===== config.mk =====
export PLATFORM = sky130hd
export DESIGN_NAME = xbar_route_scheduler
export DESIGN_NICKNAME = d
export VERILOG_FILES = /design/src/rtl/xbar_sched_pkg.sv /design/src/rtl/xbar_sched_table.sv /design/src/rtl/xbar_route_scheduler.sv
export SDC_FILE = /design/constraint.sdc
export NUM_CORES = 1
export LEC_CHECK = 0
export ABC_AREA = 1
export BUFFER_PORTS_ARGS = -buffer_cell sky130_fd_sc_hd__buf_2
export CORE_ASPECT_RATIO = 0.75
export CORE_MARGIN = 2
export CORE_UTILIZATION = 60
export DETAILED_ROUTE_END_ITERATION = 6
export PLACE_DENSITY = 0.81
export SYNTH_ARGS = -nofsm -noshare
export SYNTH_HDL_FRONTEND = slang
export SYNTH_SLANG_ARGS = --single-unit

===== constraint.sdc =====
create_clock -name clk -period 5.8 [get_ports clk]
set_input_delay 0.58 -clock clk [delete_from_list [all_inputs] [get_ports clk]]
set_output_delay 0.58 -clock clk [all_outputs]
set_load 0.01 [all_outputs]

===== src/rtl/xbar_sched_pkg.sv =====
// Shared widths, state encoding, schedule entry layout and control-word packing
// for the crossbar route scheduler.
package xbar_sched_pkg;

  localparam int unsigned N_INPUTS          = 2;
  localparam int unsigned N_OUTPUTS         = 2;
  localparam int unsigned CONTROL_BIT_WIDTH = 42;
  localparam int unsigned N_ENTRIES         = 4;
  localparam int unsigned BURST_WIDTH       = 8;

  localparam int unsigned ISEL_W  = $clog2(N_INPUTS);
  localparam int unsigned OSEL_W  = $clog2(N_OUTPUTS);
  localparam int unsigned ENTRY_W = ISEL_W + OSEL_W + BURST_WIDTH;
  localparam int unsigned IDX_W   = $clog2(N_ENTRIES);
  localparam int unsigned CNT_W   = $clog2(N_ENTRIES + 1);

  typedef enum logic [1:0] {
    ST_IDLE  = 2'd0,
    ST_ISSUE = 2'd1,
    ST_COUNT = 2'd2
  } state_e;

  typedef struct packed {
    logic [ISEL_W-1:0]      in_sel;
    logic [OSEL_W-1:0]      out_sel;
    logic [BURST_WIDTH-1:0] burst;
  } entry_t;

  // Selects sit in the top bits of the word; everything below is zero.
  function automatic logic [CONTROL_BIT_WIDTH-1:0] pack_control(
    input logic [ISEL_W-1:0] in_sel,
    input logic [OSEL_W-1:0] out_sel
  );
    logic [CONTROL_BIT_WIDTH-1:0] w;
    w = '0;
    w[CONTROL_BIT_WIDTH-1 -: ISEL_W]        = in_sel;
    w[CONTROL_BIT_WIDTH-1-ISEL_W -: OSEL_W] = out_sel;
    return w;
  endfunction

endpackage


===== src/rtl/xbar_sched_table.sv =====
// Schedule register file: append-only write port, fill counter, clear,
// combinational read and a per-entry "loaded and non-zero burst" mask.
module xbar_sched_table
  import xbar_sched_pkg::*;
(
  input  logic                 clk,
  input  logic                 reset,
  input  logic                 wr_en,
  input  entry_t               wr_data,
  input  logic                 clr,
  input  logic [IDX_W-1:0]     rd_idx,
  output entry_t               rd_data,
  output logic [CNT_W-1:0]     n_loaded,
  output logic [N_ENTRIES-1:0] nz_mask
);

  entry_t mem [N_ENTRIES];

  always_ff @(posedge clk or negedge reset) begin
    if (!reset) begin
      n_loaded <= '0;
      for (int i = 0; i < int'(N_ENTRIES); i++) mem[i] <= '0;
    end else if (clr) begin
      n_loaded <= '0;
    end else if (wr_en && (n_loaded < CNT_W'(N_ENTRIES))) begin
      mem[n_loaded[IDX_W-1:0]] <= wr_data;
      n_loaded                 <= n_loaded + CNT_W'(1);
    end
  end

  assign rd_data = mem[rd_idx];

  always_comb begin
    nz_mask = '0;
    for (int i = 0; i < int'(N_ENTRIES); i++)
      nz_mask[i] = (CNT_W'(i) < n_loaded) && (mem[i].burst != '0);
  end

endmodule


===== src/rtl/xbar_route_scheduler.sv =====
// Replays a programmed list of crossbar routes: issues each control word,
// counts the burst's beats on the routed path, then moves to the next route.
module xbar_route_scheduler
  import xbar_sched_pkg::*;
(
  input  logic                         clk,
  input  logic                         reset,
  input  logic [ENTRY_W-1:0]           cfg_msg,
  input  logic                         cfg_val,
  output logic                         cfg_rdy,
  input  logic                         clr,
  input  logic                         start,
  output logic                         busy,
  output logic                         done,
  output logic [CONTROL_BIT_WIDTH-1:0] control,
  output logic                         control_val,
  input  logic                         control_rdy,
  input  logic                         xfer_fire
);

  localparam int unsigned SRCH_W = IDX_W + 1;

  state_e                       state, state_n;
  logic [IDX_W-1:0]             idx, idx_n;
  logic [BURST_WIDTH-1:0]       beat_cnt, beat_n, beat_inc;
  logic [BURST_WIDTH-1:0]       cur_burst, cur_burst_n;
  logic [CONTROL_BIT_WIDTH-1:0] control_n;
  logic                         control_val_n, done_n, issue;
  logic [SRCH_W-1:0]            first_hit, next_hit;
  entry_t                       rd_data;
  logic [CNT_W-1:0]             n_loaded;
  logic [N_ENTRIES-1:0]         nz_mask;

  // Lowest usable entry at or above 'from'; MSB of the result flags a hit.
  function automatic logic [SRCH_W-1:0] find_from(
    input logic [N_ENTRIES-1:0] mask,
    input logic [SRCH_W-1:0]    from
  );
    logic [SRCH_W-1:0] r;
    r = '0;
    for (int i = int'(N_ENTRIES) - 1; i >= 0; i--)
      if (mask[i] && (SRCH_W'(i) >= from)) r = {1'b1, IDX_W'(i)};
    return r;
  endfunction

  xbar_sched_table u_table (
    .clk      (clk),
    .reset    (reset),
    .wr_en    (cfg_val && cfg_rdy && !clr),
    .wr_data  (entry_t'(cfg_msg)),
    .clr      (clr && (state == ST_IDLE)),
    .rd_idx   (idx_n),
    .rd_data  (rd_data),
    .n_loaded (n_loaded),
    .nz_mask  (nz_mask)
  );

  assign cfg_rdy   = (state == ST_IDLE) && (n_loaded < CNT_W'(N_ENTRIES));
  assign first_hit = find_from(nz_mask, '0);
  assign next_hit  = find_from(nz_mask, SRCH_W'(idx) + SRCH_W'(1));
  assign beat_inc  = beat_cnt + BURST_WIDTH'(1);

  always_ff @(posedge clk or negedge reset) begin
    if (!reset) begin
      state       <= ST_IDLE;
      idx         <= '0;
      beat_cnt    <= '0;
      cur_burst   <= '0;
      control     <= '0;
      control_val <= 1'b0;
      done        <= 1'b0;
      busy        <= 1'b0;
    end else begin
      state       <= state_n;
      idx         <= idx_n;
      beat_cnt    <= beat_n;
      cur_burst   <= cur_burst_n;
      control     <= control_n;
      control_val <= control_val_n;
      done        <= done_n;
      busy        <= (state_n != ST_IDLE);
    end
  end

  // Next state; the table is read at idx_n so the issued word registers with the transition.
  always_comb begin
    state_n       = state;
    idx_n         = idx;
    beat_n        = beat_cnt;
    cur_burst_n   = cur_burst;
    control_n     = control;
    control_val_n = control_val;
    done_n        = 1'b0;
    issue         = 1'b0;
    case (state)
      ST_IDLE: begin
        if (start) begin
          if (first_hit[IDX_W]) begin
            state_n = ST_ISSUE;
            idx_n   = first_hit[IDX_W-1:0];
            issue   = 1'b1;
          end else begin
            done_n = 1'b1;
          end
        end
      end
      ST_ISSUE: begin
        if (control_rdy) begin
          state_n       = ST_COUNT;
          beat_n        = '0;
          control_val_n = 1'b0;
        end
      end
      ST_COUNT: begin
        if (xfer_fire) begin
          beat_n = beat_inc;
          if (beat_inc == cur_burst) begin
            if (next_hit[IDX_W]) begin
              state_n = ST_ISSUE;
              idx_n   = next_hit[IDX_W-1:0];
              issue   = 1'b1;
            end else begin
              state_n = ST_IDLE;
              done_n  = 1'b1;
            end
          end
        end
      end
      default: state_n = ST_IDLE;
    endcase
    if (issue) begin
      control_val_n = 1'b1;
      control_n     = pack_control(rd_data.in_sel, rd_data.out_sel);
      cur_burst_n   = rd_data.burst;
    end
  end

endmodule


==> reports/metrics.cfg, run 1 <==
[detailed_routing]
wl_per_cell_um=12.8
initialDrtViolationCount=264
ant_nets=0
via_per_inst=5.11
finalWirelength_um=8560
vias=3421
drc=0
first_pass_iters=5

[sta]
fin_ws_ns=3.06
hold_viol_final=0
clock_skew_ns=0.00974
maxSlewViolCount=0
whs_ns=0.401
rsz0062_at_grt=false
fin_crit_sh_pct=47.2
min_period_ns=2.74
setup_tns_ns=0
max_slew_margin_pct=42.9
tightestPinTransition_ns=0.856
max_freq_mhz=365
setup_violations=0

[setup_path]
reg2regPathDepth=17
crit_buf_inv=1
worstSetupPathType=flop to flop
critPathRequiredTime_ns=6.04
worst_setup_path_end_kind=flop
arrival_ns=2.98
start_kind=flop
startpoint=beat_cnt[0]
r2r_setup_slack_ns=3.06
cpMaxStageDelayCell=dfrtp_1
path_cells=ha_1 -> nand3_1 -> clkinv_1 -> nand2_1 -> nand2_1 -> nand2_1 -> nand3_1 -> nor2_4 -> nand3_2 -> nand2_1 -> nand2_2 -> nand2_4 -> nand2_1 -> nand2_1 -> nand2_1 -> nand3_1 -> nand2_1
worstPathMaxFanout=21
r2r-end=control[41]
critical_path.top_delay_family=simple AND/OR/NAND/NOR gates
worstReg2RegStart=beat_cnt[0]
slowest_delay_ns=0.43
worstSetupEndpoint=control[41]
path_depth=17
cpMostUsedCell=nand2_1

[clock_tree]
post_cts_resized=0
cts.htree.levels=3
clock_sinks=68
cts_hold_buf=0
cts_tree=built
cts_made_buffers=9
post_cts_buffers=0
path_clk_slew_ns=0.08
clk_latency_ns=0.36
clk_path_buf_depth=2
cts_root_buf=clkbuf_8

[logic_synthesis]
seq_area_frac_synth_pct=41.8
netlist_area_mm2=0.00408
ys_ff_latch=68
ys_types=28
yosysWarnings=0
synth_cells=567
syn_avg_cell_area_um2=7.19

[place]
dp_cells=654
place_hpwl_um=6380
gp_congestion=0.895
pre_cts_slack_ns=3.09
numPortBuffers=22
place_area_mm2=0.00405

[global_route]
grtUsageTotal_pct=25.5
grt_max_degree=69
grt_pass1_wl_um=15000
grt-ovfl-total=0
antenna_found_initial=0
first_global_vias=3303

[final_layout]
mostFrequentLayoutCells=nand2_1 (185), inv_1 (73), dfrtp_1 (68)
layout-drive-gt1-share_pct=10.0
final_core_util_pct=65.7
stdcell_area_mm2=0.00423
fillers=583
layoutNonFillerInstCount=670
seqCellArea_mm2=0.00170
layout_commonest_cell=nand2_1
synthToLayoutAreaGrowth_pct=3.81
multiInputGateArea_mm2=0.00183
fin_nets=606
num_antenna_cells=0

[power_and_ir_drop]
power_density_mw_per_mm2=573
peakVddDrop_mv=0.256
power_mw=2.42
leakage_nw=2.32

[floorplanning]
die_area_mm2=0.00747
initial_utilization_pct=63.2
core_mm2=0.00644
die_h_um=75.4
dieWidth_um=99.2
ioPinCount=63
rows=25

[run]
max_cap_viol_count=0

[status]
outcome=finished, final reports clean

[hold_path]
hp-class=input port to async pin

==> logic make-up (layout without fill, tap and decap cells) <==
family                   count (synthesis)  count (layout)  share of synthesized area, %
AND/OR/NAND/NOR                        294             294                          31.4
buffers and inverters                  134             117                          16.9
adder cells (fa/ha/maj)                  5               5                          1.54
flip-flops                              68              68                          41.8
AO/OA/AOI/OAI                           65              65                          8.26
other                                    1              40                        0.0920
==> metal layers <==
layer  share of wire (%)  GRT usage, %
met3                 6.1          7.34
met5                   0             0
met1                  45          33.2
met2                  47          41.6
met4                 1.6          9.74
==> final cells by class <==
type                       count  area share, %
multi-input combinational    404           43.2
sequential                    68           40.2
inverter                      77           6.83
clock buffer                  11           3.11
timing repair buffer          24           2.96
tap                           81           2.40
clock inverter                 5           1.24
==> cell usage after synthesis <==
cell      number  share of area [%]
nor2_4         3               0.83
a21boi_0       1               0.18
nand2_4        1               0.28
buf_6          1               0.28
ha_1           5                1.5
o22ai_1        7                1.1
o21ai_1       12                1.5
conb_1         1              0.092
nor3_1         1               0.12
buf_2          3               0.37
nand2_2       11                1.7
or2_1          1               0.15
buf_8          1               0.37
dfrtp_1       68                 42
o21ai_0       38                4.7
buf_4         44                8.1
nand4_1        3               0.46
inv_1         73                6.7
nand3_2        1               0.25
nand3b_1      15                2.8
nor2_2         2               0.31
inv_2          3               0.28
a21oi_1        7               0.86
clkinv_1       1              0.092
nor2_1        39                3.6
nand2_1      185                 17
nand3_1       32                3.9
clkbuf_1       8               0.74
==> worst min path at each step <==
| stage | start | endpoint | slack (ns) | depth (start not counted) |
|---|---|---|---|---|
| after floorplan | reset | beat_cnt[0] | 0.28 | 0 |
| after global placement | u_table.mem[18] | u_table.mem[18] | 0.47 | 2 |
| after global routing | reset | idx[0] | 0.49 | 2 |
| after CTS | reset | u_table.mem[4] | 0.45 | 2 |
| final | reset | u_table.mem[4] | 0.40 | 2 |
| after detailed placement | control_val | control_val | 0.47 | 2 |
==> worst reg2reg max path, cell delays in order, from the launching register on <==
cell      delay, ns
dfrtp_1        0.43
ha_1           0.26
nand3_1        0.13
clkinv_1       0.11
nand2_1        0.09
nand2_1        0.07
nand2_1        0.06
nand3_1        0.12
nor2_4         0.17
nand3_2        0.10
nand2_1        0.09
nand2_2        0.25
nand2_4        0.36
nand2_1        0.10
nand2_1        0.07
nand2_1        0.05
nand3_1        0.10
nand2_1        0.06
==> state kept, by name, indices dropped and copies added, names as in the netlist <==
signal and flops:
u_table.n_loaded 3, beat_cnt 8, control 2, state 2, control_val 1, idx 2, u_table.mem 40, busy 1
cur_burst 8, done 1
==> power breakdown <==
part,switching [mW],total [mW],internal (mW),leakage (nW)
sequential,0.184,0.873,0.690,0.867
combinational,0.761,1.17,0.414,1.36
clock,0.178,0.374,0.196,0.0931
Power figures use the tool's default switching activity.
==> run 2, diff against run 1 <==
--- a/config.mk
+++ b/config.mk
@@ -5,13 +5,13 @@
 export SDC_FILE = /design/constraint.sdc
 export NUM_CORES = 1
 export LEC_CHECK = 0
-export ABC_AREA = 1
+export ABC_AREA = 0
 export BUFFER_PORTS_ARGS = -buffer_cell sky130_fd_sc_hd__buf_2
 export CORE_ASPECT_RATIO = 0.75
 export CORE_MARGIN = 2
-export CORE_UTILIZATION = 60
+export CORE_UTILIZATION = 51
 export DETAILED_ROUTE_END_ITERATION = 6
-export PLACE_DENSITY = 0.81
+export PLACE_DENSITY = 0.73
 export SYNTH_ARGS = -nofsm -noshare
 export SYNTH_HDL_FRONTEND = slang
 export SYNTH_SLANG_ARGS = --single-unit
==> constraint.sdc (replaced) <==
create_clock -name clk -period 2.5 [get_ports clk]
set_input_delay 0.25 -clock clk [delete_from_list [all_inputs] [get_ports clk]]
set_output_delay 0.25 -clock clk [all_outputs]
set_load 0.01 [all_outputs]
==> reports/metrics.cfg, run 2 <==
[status]
outcome=complete, but fails checks  ; was finished, final reports clean
violations=setup timing

[setup_path]
startpoint=u_table.mem[34]  ; was beat_cnt[0]
start_kind=flop  ; unchanged
arrival_ns=2.81  ; was 2.98 ns
worstReg2RegStart=u_table.mem[34]  ; was beat_cnt[0]
reg2regPathDepth=8  ; was 17
critPathRequiredTime_ns=2.74  ; was 6.04 ns
worstSetupEndpoint=cur_burst[3]  ; was control[41]
worstSetupPathType=flop to flop  ; unchanged
r2r_setup_slack_ns=-0.07  ; was 3.06 ns
r2r-end=cur_burst[3]  ; was control[41]
worst_setup_path_end_kind=flop  ; unchanged
worstPathMaxFanout=6  ; was 21

[clock_tree]
cts_made_buffers=9  ; unchanged
cts_tree=built  ; unchanged
clk_path_buf_depth=2  ; unchanged
clock_sinks=68  ; unchanged
path_clk_slew_ns=0.09  ; was 0.08 ns
clk_latency_ns=0.36  ; about the same
cts.htree.levels=3  ; unchanged
cts_root_buf=clkbuf_8  ; unchanged

[final_layout]
stdcell_area_mm2=0.00481  ; was 0.00423 mm²
layout-drive-gt1-share_pct=44.7  ; was 10.0%
layout_commonest_cell=buf_4  ; was nand2_1
num_antenna_cells=0  ; unchanged
reg_top3=u_table.mem (40), beat_cnt (8), cur_burst (8)  ; unchanged
regMostFlops=u_table.mem  ; unchanged
synthToLayoutAreaGrowth_pct=24.9  ; was 3.81%
fin_nets=458  ; was 606
mostFrequentLayoutCells=buf_4 (66), dfrtp_1 (63), mux2_2 (41)  ; was nand2_1 (185), inv_1 (73), dfrtp_1 (68)
final_core_util_pct=65.6  ; was 65.7%
largest_reg_flops=40  ; unchanged
fillers=591  ; was 583

[logic_synthesis]
synth_edf_count=0  ; unchanged
synthTopCellsByCount=dfrtp_1 (68), buf_4 (43), mux2_2 (42)  ; was nand2_1 (185), inv_1 (73), dfrtp_1 (68)
yosys.area.top_type=dfrtp_1  ; unchanged
async_flop_share_pct=100  ; unchanged
synth_top_cell_area_share_pct=44.2  ; was 41.8%
syn_avg_cell_area_um2=11.0  ; was 7.19 µm²
ys_types=57  ; was 28
yosysWarnings=0  ; unchanged
yosysMostFrequentCell=dfrtp_1  ; was nand2_1
synthTopCellsByArea=dfrtp_1 (44%), mux2_2 (12%), buf_4 (8.4%), mux2_4 (3.9%), nand3_1 (3.1%)  ; was dfrtp_1 (42%), nand2_1 (17%), buf_4 (8.1%), inv_1 (6.7%), o21ai_0 (4.7%)
ys_ff_latch=68  ; unchanged
synth_cells=349  ; was 567
seq_area_frac_synth_pct=44.2  ; was 41.8%
netlist_area_mm2=0.00385  ; was 0.00408 mm²
synth_ff_type=dfrtp_1  ; unchanged

[sta]
setup_violations=9  ; was 0
max_freq_mhz=389  ; was 365 MHz
fin_crit_sh_pct=103  ; was 47.2%
setup_tns_ns=-0.346  ; was 0 ns
hold_viol_final=0  ; unchanged
clock_skew_ns=0.0136  ; was 0.00974 ns
max_slew_margin_pct=64.1  ; was 42.9%
tightestPinTransition_ns=0.537  ; was 0.856 ns
min_period_ns=2.57  ; was 2.74 ns
rsz0062_at_grt=true  ; was false
maxSlewViolCount=0  ; unchanged
fin_ws_ns=-0.0677  ; was 3.06 ns

[floorplanning]
rows=27  ; was 25
core_mm2=0.00733  ; was 0.00644 mm²
die_area_mm2=0.00827  ; was 0.00747 mm²
ioPinCount=63  ; unchanged
initial_utilization_pct=52.5  ; was 63.2%
dieWidth_um=104  ; was 99.2 µm
die_h_um=79.3  ; was 75.4 µm

[detailed_routing]
via_per_inst=5.48  ; was 5.11
drc=0  ; unchanged
vias=2969  ; was 3421
initialDrtViolationCount=225  ; was 264
ant_nets=0  ; unchanged
finalWirelength_um=9330  ; was 8560 µm
wl_per_cell_um=17.2  ; was 12.8 µm
first_pass_iters=4  ; was 5

[global_route]
grt_max_degree=36  ; was 69
grt_pass1_wl_um=14700  ; was 15000 µm
first_global_vias=2911  ; was 3303
use_met3_pct=4.60  ; was 7.34%
grt-ovfl-total=0  ; unchanged
antenna_found_initial=0  ; unchanged
grt-busiest-layer=met2  ; unchanged
met1_usage_pct=31.3  ; was 33.2%
grt_use_met2_pct=37.2  ; was 41.6%
grtUsageTotal_pct=22.9  ; was 25.5%

[power_and_ir_drop]
leakage_nw=2.27  ; was 2.32 nW
power_density_mw_per_mm2=1310  ; was 573 mW/mm²
power_mw=6.30  ; was 2.42 mW
peakVddDrop_mv=0.762  ; was 0.256 mV

[hold_path]
hp-class=input port to flop  ; was input port to async pin
whs_path_depth=2
holdCritStartpoint=clr

[place]
numPortBuffers=22  ; unchanged
gp_congestion=0.917  ; was 0.895
place_hpwl_um=6460  ; was 6380 µm
place_area_mm2=0.00430  ; was 0.00405 mm²

[run]
max_cap_viol_count=0  ; unchanged

-- run 2: through the flow --
step | instances | hold slack [ns] | setup slack [ns]
after detailed placement | 513 | 0.129 | -0.182
after global routing | 542 | 0.0920 | -0.149
after CTS | 537 | 0.0758 | -0.0494
final | 542 | 0.0834 | -0.0677
after global placement | 513 | 0.131 | -0.147
after floorplan | 388 | -0.0456 | 0.0188
-- run 2: cells by family (layout without fill, tap and decap cells) --
group / count (synthesis) / after routing / share of synthesized area [%]
DFF: 68 / 68 / 44.2
and+or+nand+nor: 88 / 89 / 13.1
muxes: 52 / 52 / 16.2
xor gates and xnor gates: 9 / 9 / 2.05
buffers and inverters: 59 / 111 / 10.4
adders and majority gates: 5 / 5 / 1.62
other: 1 / 40 / 0.0974
AOI/OAI and AO/OA: 67 / 67 / 12.3
-- run 2: final cells by class --
cell class / instances / area, µm² / area share (%)
multi-input cells: 262 / 2110 / 43.9
repair buffers: 90 / 636 / 13.2
flip-flops and latches: 68 / 1710 / 35.5
well taps: 101 / 126 / 2.63
inverters: 5 / 18.8 / 0.390
clock buffers: 10 / 138 / 2.86
clock inverters: 6 / 72.6 / 1.51
-- run 2: worst min-delay path by stage --
stage	slack (ns)	to
after global placement	0.13	beat_cnt[1]
final	0.08	u_table.n_loaded[2]
after global routing	0.09	u_table.n_loaded[2]
after floorplan	-0.05	beat_cnt[0]
after CTS	0.08	u_table.n_loaded[2]
after detailed placement	0.13	beat_cnt[1]
-- run 2: report_power, final --
part           switching, mW  internal (mW)
logic                   1.45           1.85
registers              0.440           1.58
clock network          0.474          0.496
total                   2.37           3.93
-- run 2: timing repair --
action                     in CTS  in global routing
setup endpoints to repair      10                 11
hold buffers                    1                  0
gates cloned                    1                  0
buffers inserted                6                  5
pin swaps                       4                  9
hold endpoints to repair        8                  0
gates resized for setup        18                 18
-- run 2: metal layers --
metal	up-vias	share of wire [%]	wire, µm
li1	1375	-	-
met1	1482	45	4240
met2	99	48	4440
met3	13	5.9	549
met4	0	1.1	105
met5	-	0	0
-- run 2: worst max-delay path, stage by stage (launching register included) --
cell	delay [ns]
dfrtp_1	0.38
or4_1	0.58
nor2_4	0.12
a21o_1	0.15
a21oi_2	0.09
or3_4	0.45
nand2_8	0.14
mux2_4	0.32
o221a_4	0.22
==> run 3, diff against run 2 <==
--- a/config.mk
+++ b/config.mk
@@ -7,11 +7,11 @@
 export LEC_CHECK = 0
 export ABC_AREA = 0
 export BUFFER_PORTS_ARGS = -buffer_cell sky130_fd_sc_hd__buf_2
-export CORE_ASPECT_RATIO = 0.75
 export CORE_MARGIN = 2
-export CORE_UTILIZATION = 51
+export CORE_UTILIZATION = 57
 export DETAILED_ROUTE_END_ITERATION = 6
-export PLACE_DENSITY = 0.73
+export PLACE_DENSITY = 0.77
 export SYNTH_ARGS = -nofsm -noshare
 export SYNTH_HDL_FRONTEND = slang
+export SYNTH_HIERARCHICAL = 1
 export SYNTH_SLANG_ARGS = --single-unit
==> constraint.sdc (replaced) <==
create_clock -name clk -period 2.8 [get_ports clk]
set_input_delay 0.28 -clock clk [delete_from_list [all_inputs] [get_ports clk]]
set_output_delay 0.28 -clock clk [all_outputs]
set_load 0.01 [all_outputs]
==> reports/metrics.cfg, run 3 <==
[hold_path]
whs_path_depth=2  ; unchanged
holdCritStartpoint=cfg_msg[0]  ; was clr
worst_hold_path.endpoint=u_table/mem[30]  ; was u_table.n_loaded[2]
hp-class=input port to flop  ; unchanged

[setup_path]
critPathRequiredTime_ns=3.03  ; was 2.74 ns
worstReg2RegStart=beat_cnt[1]  ; was u_table.mem[34]
r2r_setup_slack_ns=-0.30  ; was -0.07 ns
worstSetupPathType=flop to flop  ; unchanged
arrival_ns=3.33  ; was 2.81 ns
start_kind=flop  ; unchanged
worstPathMaxFanout=11  ; was 6
worst_setup_path_end_kind=flop  ; unchanged
reg2regPathDepth=11  ; was 8
r2r-end=cur_burst[2]  ; was cur_burst[3]

[sta]
clock_skew_ns=0.00600  ; was 0.0136 ns
tightestPinTransition_ns=0.615  ; was 0.537 ns
max_slew_margin_pct=59.0  ; was 64.1%
fin_crit_sh_pct=111  ; was 103%
setup_violations=10  ; was 9
hold_viol_final=0  ; unchanged
max_freq_mhz=323  ; was 389 MHz
whs_ns=0.209  ; was 0.0834 ns
rsz0062_at_grt=true  ; unchanged
maxSlewViolCount=0  ; unchanged
min_period_ns=3.10  ; was 2.57 ns
fin_ws_ns=-0.300  ; was -0.0677 ns

[clock_tree]
cts_tree=built  ; unchanged
cts_made_buffers=9  ; unchanged
cts_root_buf=clkbuf_8  ; unchanged
cts.htree.levels=3  ; unchanged
path_clk_slew_ns=0.08  ; was 0.09 ns
clk_latency_ns=0.34  ; was 0.36 ns
clk_path_buf_depth=2  ; unchanged
clock_sinks=68  ; unchanged

[final_layout]
fin_nets=445  ; was 458
synthToLayoutAreaGrowth_pct=19.5  ; was 24.9%
mostFrequentLayoutCells=buf_4 (70), dfrtp_1 (68), conb_1 (40)  ; was buf_4 (66), dfrtp_1 (63), mux2_2 (41)
layout-drive-gt1-share_pct=43.8  ; was 44.7%
largest_reg_flops=40  ; unchanged
num_antenna_cells=0  ; unchanged
reg_top3=u_table/mem (40), beat_cnt (8), cur_burst (8)  ; was u_table.mem (40), beat_cnt (8), cur_burst (8)
regMostFlops=u_table/mem  ; was u_table.mem
layout_commonest_cell=buf_4  ; unchanged

[place]
gp_congestion=0.865  ; was 0.917
numPortBuffers=22  ; unchanged
pre_cts_slack_ns=-0.354  ; was -0.182 ns
place_hpwl_um=5990  ; was 6460 µm

[detailed_routing]
drc=0  ; unchanged
wl_per_cell_um=15.9  ; was 17.2 µm
first_pass_iters=5  ; was 4
initialDrtViolationCount=140  ; was 225
finalWirelength_um=8060  ; was 9330 µm
ant_nets=0  ; unchanged
vias=2718  ; was 2969
via_per_inst=5.36  ; was 5.48

[logic_synthesis]
async_flop_share_pct=100  ; unchanged
synthTopCellsByArea=dfrtp_1 (44%), mux2_2 (10%), buf_4 (8.1%), mux4_2 (5.8%), mux2_4 (5.4%)  ; was dfrtp_1 (44%), mux2_2 (12%), buf_4 (8.4%), mux2_4 (3.9%), nand3_1 (3.1%)
yosysMostFrequentCell=dfrtp_1  ; unchanged
synthTopCellsByCount=dfrtp_1 (68), buf_4 (42), mux2_2 (36)  ; was dfrtp_1 (68), buf_4 (43), mux2_2 (42)
synth_top_family_by_area=multiplexers  ; unchanged
synth-simple-area-share_pct=10.6  ; was 13.1%
synth_cells=330  ; was 349
synth_ff_type=dfrtp_1  ; unchanged
synth_top_cell_area_share_pct=43.9  ; was 44.2%
yosys.area.top_type=dfrtp_1  ; unchanged
syn_avg_cell_area_um2=11.7  ; was 11.0 µm²
ys_ff_latch=68  ; unchanged
ys_types=55  ; was 57
yosysWarnings=6  ; was 0
synth_xor_area_share_pct=2.49  ; was 2.05%
synth_compound_area_share_pct=7.71  ; was 12.3%
seq_area_frac_synth_pct=43.9  ; was 44.2%
synth-adder-area-share_pct=1.61  ; was 1.62%
synth_edf_count=0  ; unchanged
netlist_area_mm2=0.00388  ; was 0.00385 mm²
synth_mux_area_share_pct=22.5  ; was 16.2%

[power_and_ir_drop]
peakVddDrop_mv=0.674  ; was 0.762 mV
power_density_mw_per_mm2=968  ; was 1310 mW/mm²
leakage_nw=2.25  ; was 2.27 nW

[status]
violations=setup timing  ; unchanged
outcome=complete, but fails checks  ; unchanged

[floorplanning]
die_area_mm2=0.00748  ; was 0.00827 mm²
ioPinCount=63  ; unchanged
core_mm2=0.00668  ; was 0.00733 mm²
dieWidth_um=86.5  ; was 104 µm
die_h_um=86.5  ; was 79.3 µm
initial_utilization_pct=58.0  ; was 52.5%
rows=30  ; was 27

[global_route]
first_global_vias=2717  ; was 2911
grt_pass1_wl_um=13100  ; was 14700 µm
grt_max_degree=38  ; was 36
grt-ovfl-total=0  ; unchanged
antenna_found_initial=0  ; unchanged
grtUsageTotal_pct=23.2  ; was 22.9%

[run]
max_cap_viol_count=0  ; unchanged

-- run 3: cell types whose count changed after synthesis, moves of 4 or more --
cell      delta
clkbuf_1     -4
buf_6        +4
nand3_1     -16
mux4_2      +10
mux2_4       +4
mux2_2       -6
o221a_2      -9
nor4_1       +5
nor2_1       +6
-- run 3: timing repair --
action / 4_1_cts / 5_1_grt
hold endpoints to repair: 10 / 0
resized for setup: 3 / 3
pin swaps: 1 / 1
hold buffers: 1 / 0
gates cloned: 0 / 0
endpoints found under the setup margin: 10 / 10
setup buffers: 3 / 0
-- run 3: worst max path at each step --
stage,start,end
2_1_floorplan,beat_cnt[0],cur_burst[0]
3_3_place_gp,beat_cnt[0],cur_burst[1]
3_5_place_dp,beat_cnt[1],cur_burst[4]
4_1_cts,beat_cnt[1],cur_burst[2]
5_1_grt,beat_cnt[1],cur_burst[4]
6_report,beat_cnt[1],cur_burst[2]
-- run 3: layer usage --
layer / global-route usage (%) / vias to the layer above / wire length, µm
li1: - / 1294 / -
met1: 28.9 / 1340 / 3440
met2: 39.9 / 67 / 4150
met3: 3.24 / 17 / 258
met4: 11.2 / 0 / 213
met5: 0 / - / 0
-- run 3: power breakdown --
part	switching [mW]	internal (mW)	total (mW)	leakage, nW
Sequential	0.271	1.35	1.62	0.883
Clock	0.387	0.316	0.703	0.0775
Combinational	0.892	1.27	2.17	1.29
Total	1.55	2.94	4.49	2.25
-- run 3: critical path: stages, from the launching register on --
cell and delay [ns]:
dfrtp_1 0.42, ha_4 0.29, xnor2_2 0.10, o311a_1 0.20
nand2_1 0.06, o31a_1 0.35, nor3_4 0.24, nand3_2 0.14
o221ai_2 0.21, buf_12 0.19, mux4_2 0.51, mux2_4 0.28
-- run 3: metrics by stage --
step | utilization (%) | power (mW) | instances | setup TNS (ns) | area (µm²)
4_1_cts | 69.2 | 4.48 | 507 | -2.80 | 4620
5_1_grt | 69.3 | 4.77 | 507 | -4.17 | 4630
3_5_place_dp | 66.0 | 3.73 | 488 | -3.36 | 4410
6_report | 69.3 | 4.49 | 507 | -2.83 | 4630
2_1_floorplan | - | 2.88 | 369 | -2.95 | 4040
3_3_place_gp | 66.0 | 3.62 | 488 | -2.48 | 4410
-- run 3: cell type report --
type                            count  area (µm²)
Timing Repair Buffer               96         706
Clock buffer                        9         124
Clock inverter                      6        41.3
Tap cell                           80         100
Sequential cell                    68        1700
Inverter                            7        26.3
Multi-Input combinational cell    241        1930
Fill cell                         485        2050
-- run 3: logic make-up (layout without fill, tap and decap cells) --
logic type,after synthesis,after routing
AOI/OAI and AO/OA,47,47
xor gates and xnor gates,11,11
adders and majority gates,5,5
buffers and inverters,60,118
DFF,68,68
muxes,63,63
other,1,40
and+or+nand+nor,75,75
